### src/rtl/qed_dup_scheduler_pkg.sv
// -----------------------------------------------------------------------------
// qed_sched_pkg
// Shared types and constants for the SQED duplicate-phase scheduler:
//   sched_state_t : round phase ORIG -> DUP -> DRAIN -> CHECK (2-bit, 0..3)
//   CNT_W_DEF     : default width of the original/duplicate counters
//   drain_w()     : width needed for a drain timer holding 0..depth
// -----------------------------------------------------------------------------
package qed_sched_pkg;

   typedef enum logic [1:0] {
      ORIG  = 2'd0,
      DUP   = 2'd1,
      DRAIN = 2'd2,
      CHECK = 2'd3
   } sched_state_t;

   localparam int CNT_W_DEF      = 8;
   localparam int PIPE_DEPTH_DEF = 5;

   // Width of a down-counter that must hold the value 'depth'.
   function automatic int drain_w(input int depth);
      return $clog2(depth + 1);
   endfunction

   localparam int DRAIN_W_DEF = $clog2(PIPE_DEPTH_DEF + 1);

endpackage

### src/rtl/qed_dup_scheduler_if.sv
// -----------------------------------------------------------------------------
// qed_dup_scheduler_if
// Fetch-side signal bundle of the SQED duplicate scheduler.
//   PC_write, qed_vld_out, dup_req        : into the scheduler
//   qed_exec_dup, qed_stall_req,
//   qed_check_valid, orig_cnt, dup_cnt     : out of the scheduler
// Modports: slave = scheduler, master = fetch/hazard side driving it.
// -----------------------------------------------------------------------------
import qed_sched_pkg::*;

interface qed_dup_scheduler_if #(
   parameter int CNT_W = CNT_W_DEF
);
   logic             PC_write;
   logic             qed_vld_out;
   logic             dup_req;
   logic             qed_exec_dup;
   logic             qed_stall_req;
   logic             qed_check_valid;
   logic [CNT_W-1:0] orig_cnt;
   logic [CNT_W-1:0] dup_cnt;

   modport slave (
      input  PC_write, qed_vld_out, dup_req,
      output qed_exec_dup, qed_stall_req, qed_check_valid, orig_cnt, dup_cnt
   );

   modport master (
      output PC_write, qed_vld_out, dup_req,
      input  qed_exec_dup, qed_stall_req, qed_check_valid, orig_cnt, dup_cnt
   );
endinterface

### src/rtl/qed_dup_scheduler_drain_timer.sv
// -----------------------------------------------------------------------------
// qed_drain_timer
// Load/decrement down-counter used to wait out the pipeline after the last
// duplicate issue.
//   clk, reset : clock, synchronous active-high reset
//   load       : load load_val (has priority over dec)
//   load_val   : drain length in cycles
//   dec        : decrement by one (stops at zero)
//   done       : counter currently holds 1, i.e. this is the last drain cycle
// -----------------------------------------------------------------------------
import qed_sched_pkg::*;

module qed_drain_timer #(
   parameter int W = DRAIN_W_DEF
) (
   input  logic         clk,
   input  logic         reset,
   input  logic         load,
   input  logic [W-1:0] load_val,
   input  logic         dec,
   output logic         done
);
   logic [W-1:0] cnt_q;

   always_ff @(posedge clk) begin
      if (reset)
         cnt_q <= '0;
      else if (load)
         cnt_q <= load_val;
      else if (dec && (cnt_q != '0))
         cnt_q <= cnt_q - W'(1);
   end

   assign done = (cnt_q == W'(1));
endmodule

### src/rtl/qed_dup_scheduler.sv
// -----------------------------------------------------------------------------
// qed_dup_scheduler
// Sequences the SQED original/duplicate fetch phases. Originals are counted in
// ORIG, the same number of duplicates in DUP, then fetch is held for
// PIPE_DEPTH cycles (DRAIN) and a one-cycle CHECK pulse marks the register
// halves as comparable before the next round starts.
//   clk, reset      : clock, synchronous active-high reset
//   bus (slave)     : PC_write, qed_vld_out, dup_req in;
//                     qed_exec_dup, qed_stall_req, qed_check_valid,
//                     orig_cnt, dup_cnt out
// Optional build macro: QED_SCHED_AUTO_EN -- leave ORIG automatically once the
// original count reaches AUTO_THRESH.
// -----------------------------------------------------------------------------
import qed_sched_pkg::*;

module qed_dup_scheduler #(
   parameter int CNT_W       = CNT_W_DEF,
   parameter int PIPE_DEPTH  = PIPE_DEPTH_DEF,
   parameter int AUTO_THRESH = 16
) (
   input logic                clk,
   input logic                reset,
   qed_dup_scheduler_if.slave bus
);
   localparam int               TMR_W   = drain_w(PIPE_DEPTH);
   localparam logic [CNT_W-1:0] CNT_MAX = '1;
`ifdef QED_SCHED_AUTO_EN
   localparam bit AUTO_ON = 1'b1;
`else
   localparam bit AUTO_ON = 1'b0;
`endif

   sched_state_t     state_q, state_d;
   logic [CNT_W-1:0] orig_q, orig_d, orig_nxt;
   logic [CNT_W-1:0] dup_q, dup_d, dup_nxt;
   logic             stall, issue, auto_hit;
   logic             tmr_load, tmr_dec, tmr_done;

   // Saturating increment: the original count must never wrap to zero.
   function automatic logic [CNT_W-1:0] sat_inc(input logic [CNT_W-1:0] v);
      return (v == CNT_MAX) ? v : v + CNT_W'(1);
   endfunction

   assign stall    = (state_q == DRAIN) || (state_q == CHECK);
   assign issue    = bus.qed_vld_out & bus.PC_write & ~stall;
   assign orig_nxt = issue ? sat_inc(orig_q) : orig_q;
   assign dup_nxt  = issue ? dup_q + CNT_W'(1) : dup_q;
   assign auto_hit = AUTO_ON && (32'(orig_nxt) >= 32'(AUTO_THRESH));
   assign tmr_dec  = (state_q == DRAIN);

   always_ff @(posedge clk) begin
      if (reset) begin
         state_q <= ORIG;
         orig_q  <= '0;
         dup_q   <= '0;
      end else begin
         state_q <= state_d;
         orig_q  <= orig_d;
         dup_q   <= dup_d;
      end
   end

   // Issues are counted against the current mode, even on a transition cycle.
   always_comb begin
      state_d  = state_q;
      orig_d   = orig_q;
      dup_d    = dup_q;
      tmr_load = 1'b0;
      case (state_q)
         ORIG: begin
            orig_d = orig_nxt;
            // A request with nothing issued is ignored so exec_dup cannot
            // toggle while orig_cnt is zero.
            if ((bus.dup_req && (orig_nxt != '0)) || (orig_nxt == CNT_MAX) || auto_hit)
               state_d = DUP;
         end
         DUP: begin
            dup_d = dup_nxt;
            if (dup_nxt == orig_q) begin
               state_d  = DRAIN;
               tmr_load = 1'b1;
            end
         end
         DRAIN: begin
            if (tmr_done)
               state_d = CHECK;
         end
         CHECK: begin
            state_d = ORIG;
            orig_d  = '0;
            dup_d   = '0;
         end
         default: state_d = ORIG;
      endcase
   end

   qed_drain_timer #(.W(TMR_W)) u_drain_timer (
      .clk      (clk),
      .reset    (reset),
      .load     (tmr_load),
      .load_val (TMR_W'(PIPE_DEPTH)),
      .dec      (tmr_dec),
      .done     (tmr_done)
   );

   assign bus.qed_exec_dup    = (state_q != ORIG);
   assign bus.qed_stall_req   = stall;
   assign bus.qed_check_valid = (state_q == CHECK);
   assign bus.orig_cnt        = orig_q;
   assign bus.dup_cnt         = dup_q;
endmodule

### src/flat_wrapper.sv
// flat-port wrapper written by rule: the top's interface ports become plain ports
module qed_dup_scheduler_flat 
#(
   parameter int CNT_W       = CNT_W_DEF,
   parameter int PIPE_DEPTH  = PIPE_DEPTH_DEF,
   parameter int AUTO_THRESH = 16
)
  (clk, reset, bus_PC_write, bus_qed_vld_out, bus_dup_req, bus_qed_exec_dup, bus_qed_stall_req, bus_qed_check_valid, bus_orig_cnt, bus_dup_cnt);
  qed_dup_scheduler_if #(.CNT_W(CNT_W)) bus_i ();
  input logic clk;
  input logic reset;
  input wire logic [$bits(bus_i.PC_write)-1:0] bus_PC_write;
  input wire logic [$bits(bus_i.qed_vld_out)-1:0] bus_qed_vld_out;
  input wire logic [$bits(bus_i.dup_req)-1:0] bus_dup_req;
  output wire logic [$bits(bus_i.qed_exec_dup)-1:0] bus_qed_exec_dup;
  output wire logic [$bits(bus_i.qed_stall_req)-1:0] bus_qed_stall_req;
  output wire logic [$bits(bus_i.qed_check_valid)-1:0] bus_qed_check_valid;
  output wire logic [$bits(bus_i.orig_cnt)-1:0] bus_orig_cnt;
  output wire logic [$bits(bus_i.dup_cnt)-1:0] bus_dup_cnt;
  assign bus_i.PC_write = bus_PC_write;
  assign bus_i.qed_vld_out = bus_qed_vld_out;
  assign bus_i.dup_req = bus_dup_req;
  assign bus_qed_exec_dup = bus_i.qed_exec_dup;
  assign bus_qed_stall_req = bus_i.qed_stall_req;
  assign bus_qed_check_valid = bus_i.qed_check_valid;
  assign bus_orig_cnt = bus_i.orig_cnt;
  assign bus_dup_cnt = bus_i.dup_cnt;
  qed_dup_scheduler #(.CNT_W(CNT_W), .PIPE_DEPTH(PIPE_DEPTH), .AUTO_THRESH(AUTO_THRESH)) u_core (.clk(clk), .reset(reset), .bus(bus_i));
endmodule
### config.mk
export PLATFORM = sky130hd
export DESIGN_NAME = qed_dup_scheduler_flat
export DESIGN_NICKNAME = d
export VERILOG_FILES = /design/src/rtl/qed_dup_scheduler_pkg.sv /design/src/rtl/qed_dup_scheduler_if.sv /design/src/rtl/qed_dup_scheduler_drain_timer.sv /design/src/rtl/qed_dup_scheduler.sv /design/src/flat_wrapper.sv
export SDC_FILE = /design/constraint.sdc
export NUM_CORES = 1
export LEC_CHECK = 0
export ABC_CLOCK_PERIOD_IN_PS = 2900
export BUFFER_PORTS_ARGS = -buffer_cell sky130_fd_sc_hd__buf_2
export CORE_MARGIN = 8
export CORE_UTILIZATION = 55
export CTS_CLUSTER_DIAMETER = 50
export DETAILED_ROUTE_END_ITERATION = 7
export PLACE_DENSITY_LB_ADDON = 0.05
export REMOVE_ABC_BUFFERS = 1
export SETUP_SLACK_MARGIN = 0.1
export SLEW_MARGIN = 20
export SYNTH_ARGS = -nofsm -noshare
export SYNTH_HDL_FRONTEND = slang
export SYNTH_SLANG_ARGS = --single-unit
### constraint.sdc
create_clock -name clk -period 2.9 [get_ports clk]
set_input_delay 0.58 -clock clk [delete_from_list [all_inputs] [get_ports clk]]
set_output_delay 0.58 -clock clk [all_outputs]
set_load 0.02 [all_outputs]
==> flow_summary_export.csv, run 1 <==
group,metric,value,unit
grt,use_met2,27.7,%
sta,rsz0062_at_grt,"false",
detailed_routing,drc,0,
grt,top_usage_layer,"met2",
die,ios,24,
logic_synthesis,synthCells,201,
min_path,min-delay-path-class,"flop to flop",
cells_and_area,multi_input_area,1040,µm²
grt,met3_usage,3.29,%
die,initial_core_util,57.2,%
place,place.gp.congestion,0.875,
setup_path,critPathCaptureType,"flop",
place,place_inst,248,
detailed_routing,vias,1580,
pwr,ir_worst_vdd,0.000394,V
grt,grt-ovfl-total,0,
clock_tree,cts_tree,"yes",
detailed_routing,ant_nets,0,
min_path,hold_start,"u_core.bus.dup_cnt[1]",
cells_and_area,final-seq-area,423,µm²
logic_synthesis,syn_avg_cell_area,7.71,µm²
detailed_routing,drtIter0Drc,125,
die,die_area,4770,µm²
sta,setup_viol,0,
run_status,outcome,"complete, no violations",
pwr,power_frac_clock,15.3,%
pwr,p_sw,0.397,mW
clock_tree,clock_sinks,21,
logic_synthesis,synth_area_leaders,"dfxtp_1 (27%), ha_1 (7.3%), a21oi_1 (6.5%)",
pwr,seqPwrFrac,36.8,%
clock_tree,htreeDepth,1,
sta,clock_skew,0.00228,ns
sta,setup_tns,0,ns
logic_synthesis,ys_warn_count,0,
pwr,switching_share,41.4,%
setup_path,crit_family,"compound AO/OA/AOI/OAI gates",
sta,finalMaxSlewViolations,0,
sta,hold_viol,0,
die,die_y,69.1,µm
sta,max_slew_margin,67.4,%
die,dieWidth,69.1,µm
clock_tree,cts_made_buffers,3,
logic_synthesis,synth_edf_count,0,
grt,antenna_found_initial,0,
setup_path,critPathMaxFanout,6,
cells_and_area,final_common_cell,"buf_2",
detailed_routing,routedWlPerCell,15.8,µm
pwr,leakage,0.730,nW
pwr,power_density,554,nW/µm²
logic_synthesis,synth-async-reset-ratio,0,%
logic_synthesis,ys_ff_latch,21,
cells_and_area,finalNonFillerCells,253,
clock_tree,cts_buffer_depth,2,
clock_tree,clk_latency,0.31,ns
logic_synthesis,synth_top_area_share,27.1,%
logic_synthesis,synth_top_area_cell,"dfxtp_1",
detailed_routing,dr.pass1.iters,4,
cells_and_area,nets,237,
clock_tree,ctsRootBufferMaster,"clkbuf_4",
die,core_area,2710,µm²
cells_and_area,fillers,247,
detailed_routing,drt-total-wl,4010,µm
setup_path,crit_required,3.15,ns
grt,grt.met1_usage,19.4,%
logic_synthesis,ys.flop_type,"dfxtp_1",
clock_tree,clk_pin_slew_worst_paths,0.12,ns
cells_and_area,diodes,0,
setup_path,startpoint,"u_core.state_q[0]",
setup_path,crit_chain,"ha_1 > nand4bb_4 > o21a_1 > or3_1 > a21o_1 > a2111o_1 > a221oi_2 > mux2i_1",
detailed_routing,via_per_inst,6.25,
place,io_buffers,23,
setup_path,arrival,2.92,ns
setup_path,cp_slowest_stage_delay,0.46,ns
place,place_hpwl,3050,µm
grt,grt_max_degree,16,
sta,fmax,374,MHz
logic_synthesis,syn_area,1550,µm²
setup_path,worst_setup_path_start_kind,"flop",
setup_path,r2r-start,"u_core.state_q[0]",
pwr,p_int,0.561,mW
logic_synthesis,ys_types,45,
logic_synthesis,yosysSeqAreaShare,27.1,%
cells_and_area,drive_gt1_share,18.5,%
setup_path,cp_slowest_cell,"a2111o_1",
pwr,comb_power_share,47.9,%
die,num_rows,19,
setup_path,criticalPathCategory,"flop to flop",
cells_and_area,area_delta_synth_final,11.7,%
sta,tightest_slew,0.489,ns
grt,grt_pass1_wl,6880,µm
sta,finalCriticalPeriod,2.67,ns
flow_run,drv_cap,0,
setup_path,crit_buf_inv,0,
sta,period_share,92.2,%
grt,grt_usage,16.6,%
clock_tree,hold_buffers,0,
cells_and_area,final_cell_mix,"buf_2 (23), a21oi_1 (20), dfxtp_1 (19)",
grt,grt_pass1_vias,1530,
[worst min-delay path, delay by kind of cell, from the launching register on]
kind,cells,cell delay [ns]
and+or+nand+nor,1,0.06
DFF,1,0.37
AOI/OAI and AO/OA,1,0.05
[Yosys cell counts (2+ instances only)]
| cell | number |
|---|---|
| a21o_1 | 2 |
| a21oi_1 | 20 |
| and3_1 | 4 |
| clkbuf_1 | 10 |
| dfxtp_1 | 21 |
| ha_1 | 9 |
| inv_1 | 10 |
| mux2i_1 | 3 |
| nand2_1 | 14 |
| nand3_1 | 10 |
| nand4_1 | 4 |
| nor2_1 | 15 |
| nor3_1 | 12 |
| nor4_1 | 5 |
| o21a_1 | 2 |
| o21ai_0 | 12 |
| or2_2 | 2 |
| or3_1 | 3 |
| or4_1 | 2 |
| xnor2_1 | 9 |
| xor2_1 | 8 |
[flip-flops by register name, indices dropped and copies added, names as in the netlist]
signal,flops
u_core.state_q,2
u_core.bus.orig_cnt,8
u_core.u_drain_timer.cnt_q,3
u_core.bus.dup_cnt,8
[through the flow]
stage | power [mW] | utilization, % | worst slack (ns) | hold slack (ns) | instance area (µm²)
global route | 1.03 | 63.9 | 0.108 | 0.530 | 1730
finish | 0.959 | 63.9 | 0.227 | 0.505 | 1730
floorplan | 0.675 | - | 0.175 | 0.468 | 1500
CTS | 0.950 | 63.5 | 0.127 | 0.517 | 1720
global placement | 0.777 | 62.5 | 0.279 | 0.477 | 1690
detailed placement | 0.805 | 62.5 | 0.161 | 0.500 | 1690
[layout make-up]
cell class	count	share of cell area, %
Clock buffer	4	1.52
Sequential cell	21	24.4
Timing Repair Buffer	29	9.26
Inverter	10	2.17
Tap cell	31	2.24
Multi-Input combinational cell	158	60.4
[per-layer routing]
layer  routed length (µm)  vias to the layer above
li1                     -                      771
met1                 1770                      747
met2                 1920                       52
met3                  209                       10
met4                  107                        0
met5                    0                        -
[path summary, 6_finish.rpt]
path / depth (start not counted) / slack, ns / end
min: 2 / 0.50 / u_core.bus.dup_cnt[1]
max: 8 / 0.23 / u_core.state_q[1]
min reg2reg: 2 / 0.50 / u_core.bus.dup_cnt[1]
max reg2reg: 8 / 0.23 / u_core.state_q[1]
[power by group through the flow]
stage / Clock [mW] / Sequential (mW) / Combinational [mW]
6_report: 0.147 / 0.353 / 0.460
5_1_grt: 0.163 / 0.358 / 0.508
2_1_floorplan: 0 / 0.361 / 0.314
3_5_place_dp: 0 / 0.357 / 0.448
4_1_cts: 0.150 / 0.351 / 0.450
3_3_place_gp: 0 / 0.355 / 0.423
[repair_timing]
action / in CTS / in global routing
gates resized for setup: 0 / 2
endpoints found under the hold margin: 0 / 0
setup buffers: 0 / 1
endpoints found under the setup margin: 0 / 3
[cells by family after synthesis]
family | synth area share (%)
AO/OA/AOI/OAI | 21.2
XOR/XNOR | 9.61
adder cells (fa/ha/maj) | 7.27
buffers and inverters | 5.41
flip-flops | 27.1
multiplexers | 1.94
AND/OR/NAND/NOR | 27.5
Power figures use the tool's default switching activity.
==> run 2, diff against run 1 <==
Settings changed: ABC_AREA set to 1, GPL_ROUTABILITY_DRIVEN set to 0.
==> run 2 against run 1 <==
Maximum frequency rose by 12%. Highest routed layer unchanged. Critical path depth rose by 7. Clock skew increased by 0.021 ns. Clock-buffer cell count unchanged. Cell count rose by 37%. Sequential power up 7.4%. Largest cell class unchanged. Hold slack improved by 0.013 ns. First-iteration DRC count grew 1.6%. Synthesized area grew 11%. Sequential share of layout area down 2.0 points.
==> flow_summary_export.csv, run 2 <==
group,metric,value,unit
pwr,power_frac_clock,13.4,%
place,pre_cts_ws,0.526,ns
grt,antenna_found_initial,0,
setup_path,reg2regPathDepth,15,
cells_and_area,drive_gt1_share,15.2,%
logic_synthesis,synth_most_common_cell,"nand2_1",
flow_run,drv_cap,0,
sta,max_slew_margin,56.7,%
pwr,switching_share,48.2,%
sta,fin_ws,0.511,ns
pwr,p_sw,0.539,mW
setup_path,arrival,2.64,ns
pwr,comb_power_share,52.7,%
setup_path,r2r_slack,0.51,ns
die,die_area,5180,µm²
cells_and_area,finalNonFillerCells,347,
logic_synthesis,syn_area,1720,µm²
detailed_routing,routedWlPerCell,11.5,µm
detailed_routing,drt-total-wl,4000,µm
cells_and_area,final-seq-area,420,µm²
setup_path,critPathMaxFanout,20,
clock_tree,cts_made_buffers,3,
die,die_y,72.0,µm
clock_tree,cts_resized,0,
clock_tree,htreeDepth,1,
setup_path,r2r-end,"u_core.state_q[1]",
grt,grt_pass1_vias,1645,
die,dieWidth,72.0,µm
run_status,outcome,"complete, no violations",
logic_synthesis,ys.flop_type,"dfxtp_1",
clock_tree,hold_buffers,0,
clock_tree,clk_latency,0.32,ns
detailed_routing,ant_nets,0,
detailed_routing,drtIter0Drc,127,
pwr,power_density,597,nW/µm²
clock_tree,clock_sinks,21,
sta,finalCriticalPeriod,2.39,ns
cells_and_area,area_delta_synth_final,8.87,%
die,initial_core_util,56.9,%
min_path,hold_start,"u_core.bus.dup_cnt[7]",
grt,grt_pass1_wl,7170,µm
pwr,leakage,0.910,nW
setup_path,worst_setup_path_start_kind,"flop",
detailed_routing,via_per_inst,5.04,
sta,fmax,419,MHz
detailed_routing,drc,0,
grt,grt-ovfl-total,0,
logic_synthesis,syn_avg_cell_area,6.08,µm²
place,place_inst,343,
cells_and_area,fillers,326,
logic_synthesis,synthTopCellsByCount,"nand2_1 (91), inv_1 (39), nand3_1 (37), dfxtp_1 (21), nor2_1 (21)",
setup_path,crit_required,3.15,ns
place,place_hpwl,3150,µm
die,num_rows,20,
sta,finalMaxSlewViolations,0,
logic_synthesis,synthCells,283,
cells_and_area,multi_input_area,1100,µm²
cells_and_area,final_common_cell,"nand2_1",
sta,tightest_slew,0.647,ns
clock_tree,cts_buffer_depth,2,
sta,hold_viol,0,
logic_synthesis,ys_types,27,
sta,setup_tns,0,ns
cells_and_area,final_cell_mix,"nand2_1 (91), inv_1 (39), nand3_1 (37)",
min_path,min-delay-path-class,"flop to flop",
setup_path,critPathCaptureType,"flop",
sta,clock_skew,0.0230,ns
place,io_buffers,23,
sta,rsz0062_at_grt,"false",
logic_synthesis,synth_area_leaders,"dfxtp_1 (24%), nand2_1 (20%), nand3_1 (11%)",
detailed_routing,dr.pass1.iters,4,
logic_synthesis,yosysSeqAreaShare,24.4,%
cells_and_area,diodes,0,
logic_synthesis,synth_top_area_share,24.4,%
pwr,ir_worst_vdd,0.000539,V
die,core_area,3030,µm²
cells_and_area,fin_area,1870,µm²
logic_synthesis,synth_edf_count,0,
pwr,p_int,0.579,mW
logic_synthesis,synth_top_area_cell,"dfxtp_1",
clock_tree,clk_pin_slew_worst_paths,0.14,ns
min_path,min_to,"u_core.bus.dup_cnt[7]",
logic_synthesis,synth-async-reset-ratio,0,%
pwr,seqPwrFrac,33.9,%
min_path,hold_path_depth,2,
setup_path,criticalPathCategory,"flop to flop",
clock_tree,ctsRootBufferMaster,"clkbuf_4",
clock_tree,cts_tree,"yes",
grt,grt_usage,16.6,%
pwr,power,1.12,mW
sta,setup_viol,0,
cells_and_area,nets,318,
detailed_routing,vias,1749,
die,ios,24,
place,place_area,1850,µm²
sta,period_share,82.4,%
setup_path,r2r-start,"u_core.state_q[0]",
logic_synthesis,ys_warn_count,0,
grt,grt_max_degree,21,
clock_tree,post_cts_buffers,0,
logic_synthesis,ys_ff_latch,21,
==> run 2: cells by family (layout without fill, tap and decap cells) <==
kind of cell	count (synthesis)	after routing	synth area share [%]
AND/OR/NAND/NOR	175	175	46.9
buffers and inverters	49	69	11.7
AO/OA/AOI/OAI	26	26	8.87
flip-flops	21	21	24.4
adder cells (fa/ha/maj)	9	9	6.54
XOR/XNOR	3	3	1.53
==> run 2: layer usage <==
layer / track usage, % / vias to the layer above / wire [µm]
met1: 20.2 / 779 / 1990
met4: 3.85 / 0 / 15
met5: 0 / - / 0
li1: - / 937 / -
met2: 28.9 / 31 / 1830
met3: 3.44 / 2 / 164
==> run 2: critical path, stage by stage (launching register included) <==
cell and delay (ns):
dfxtp_1 0.38, inv_1 0.09, ha_1 0.24, inv_2 0.10, nand2_4 0.06, nor2_4 0.42, nand4_1 0.20, nand3_1 0.13
nand2_1 0.06, nor2_1 0.10, nand2_1 0.12, o21bai_4 0.15, nand3_2 0.10, nand2_1 0.07, inv_1 0.03, nor2_1 0.08
==> run 2: power by group through the flow <==
stage                     clock, mW  sequential [mW]  combinational (mW)
after floorplan                   0            0.394               0.439
after global placement            0            0.385               0.594
after detailed placement          0            0.385               0.594
after CTS                     0.156            0.379               0.596
after global routing          0.174            0.386               0.681
final                         0.150            0.379               0.589
==> run 2: how the worst max path moves through the flow <==
stage	startpoint	slack, ns	endpoint
2_1_floorplan	u_core.state_q[0]	0.80	u_core.state_q[0]
3_3_place_gp	u_core.state_q[0]	0.56	u_core.state_q[0]
3_5_place_dp	u_core.state_q[0]	0.53	u_core.state_q[1]
4_1_cts	u_core.state_q[0]	0.49	u_core.state_q[1]
5_1_grt	u_core.state_q[0]	0.29	u_core.state_q[0]
6_report	u_core.state_q[0]	0.51	u_core.state_q[1]
==> run 2: final cells by class <==
type / instances / area share (%)
inverter: 42 / 8.41
timing repair buffer: 23 / 6.14
sequential: 21 / 22.4
multi-input combinational: 213 / 58.7
tap: 44 / 2.94
clock buffer: 4 / 1.40
==> run 2: stage by stage <==
| step | utilization (%) | hold WS [ns] |
|---|---|---|
| 3_5_place_dp | 61.0 | 0.502 |
| 5_1_grt | 61.9 | 0.562 |
| 4_1_cts | 61.9 | 0.521 |
| 6_report | 61.9 | 0.518 |
| 3_3_place_gp | 61.0 | 0.481 |
| 2_1_floorplan | - | 0.495 |
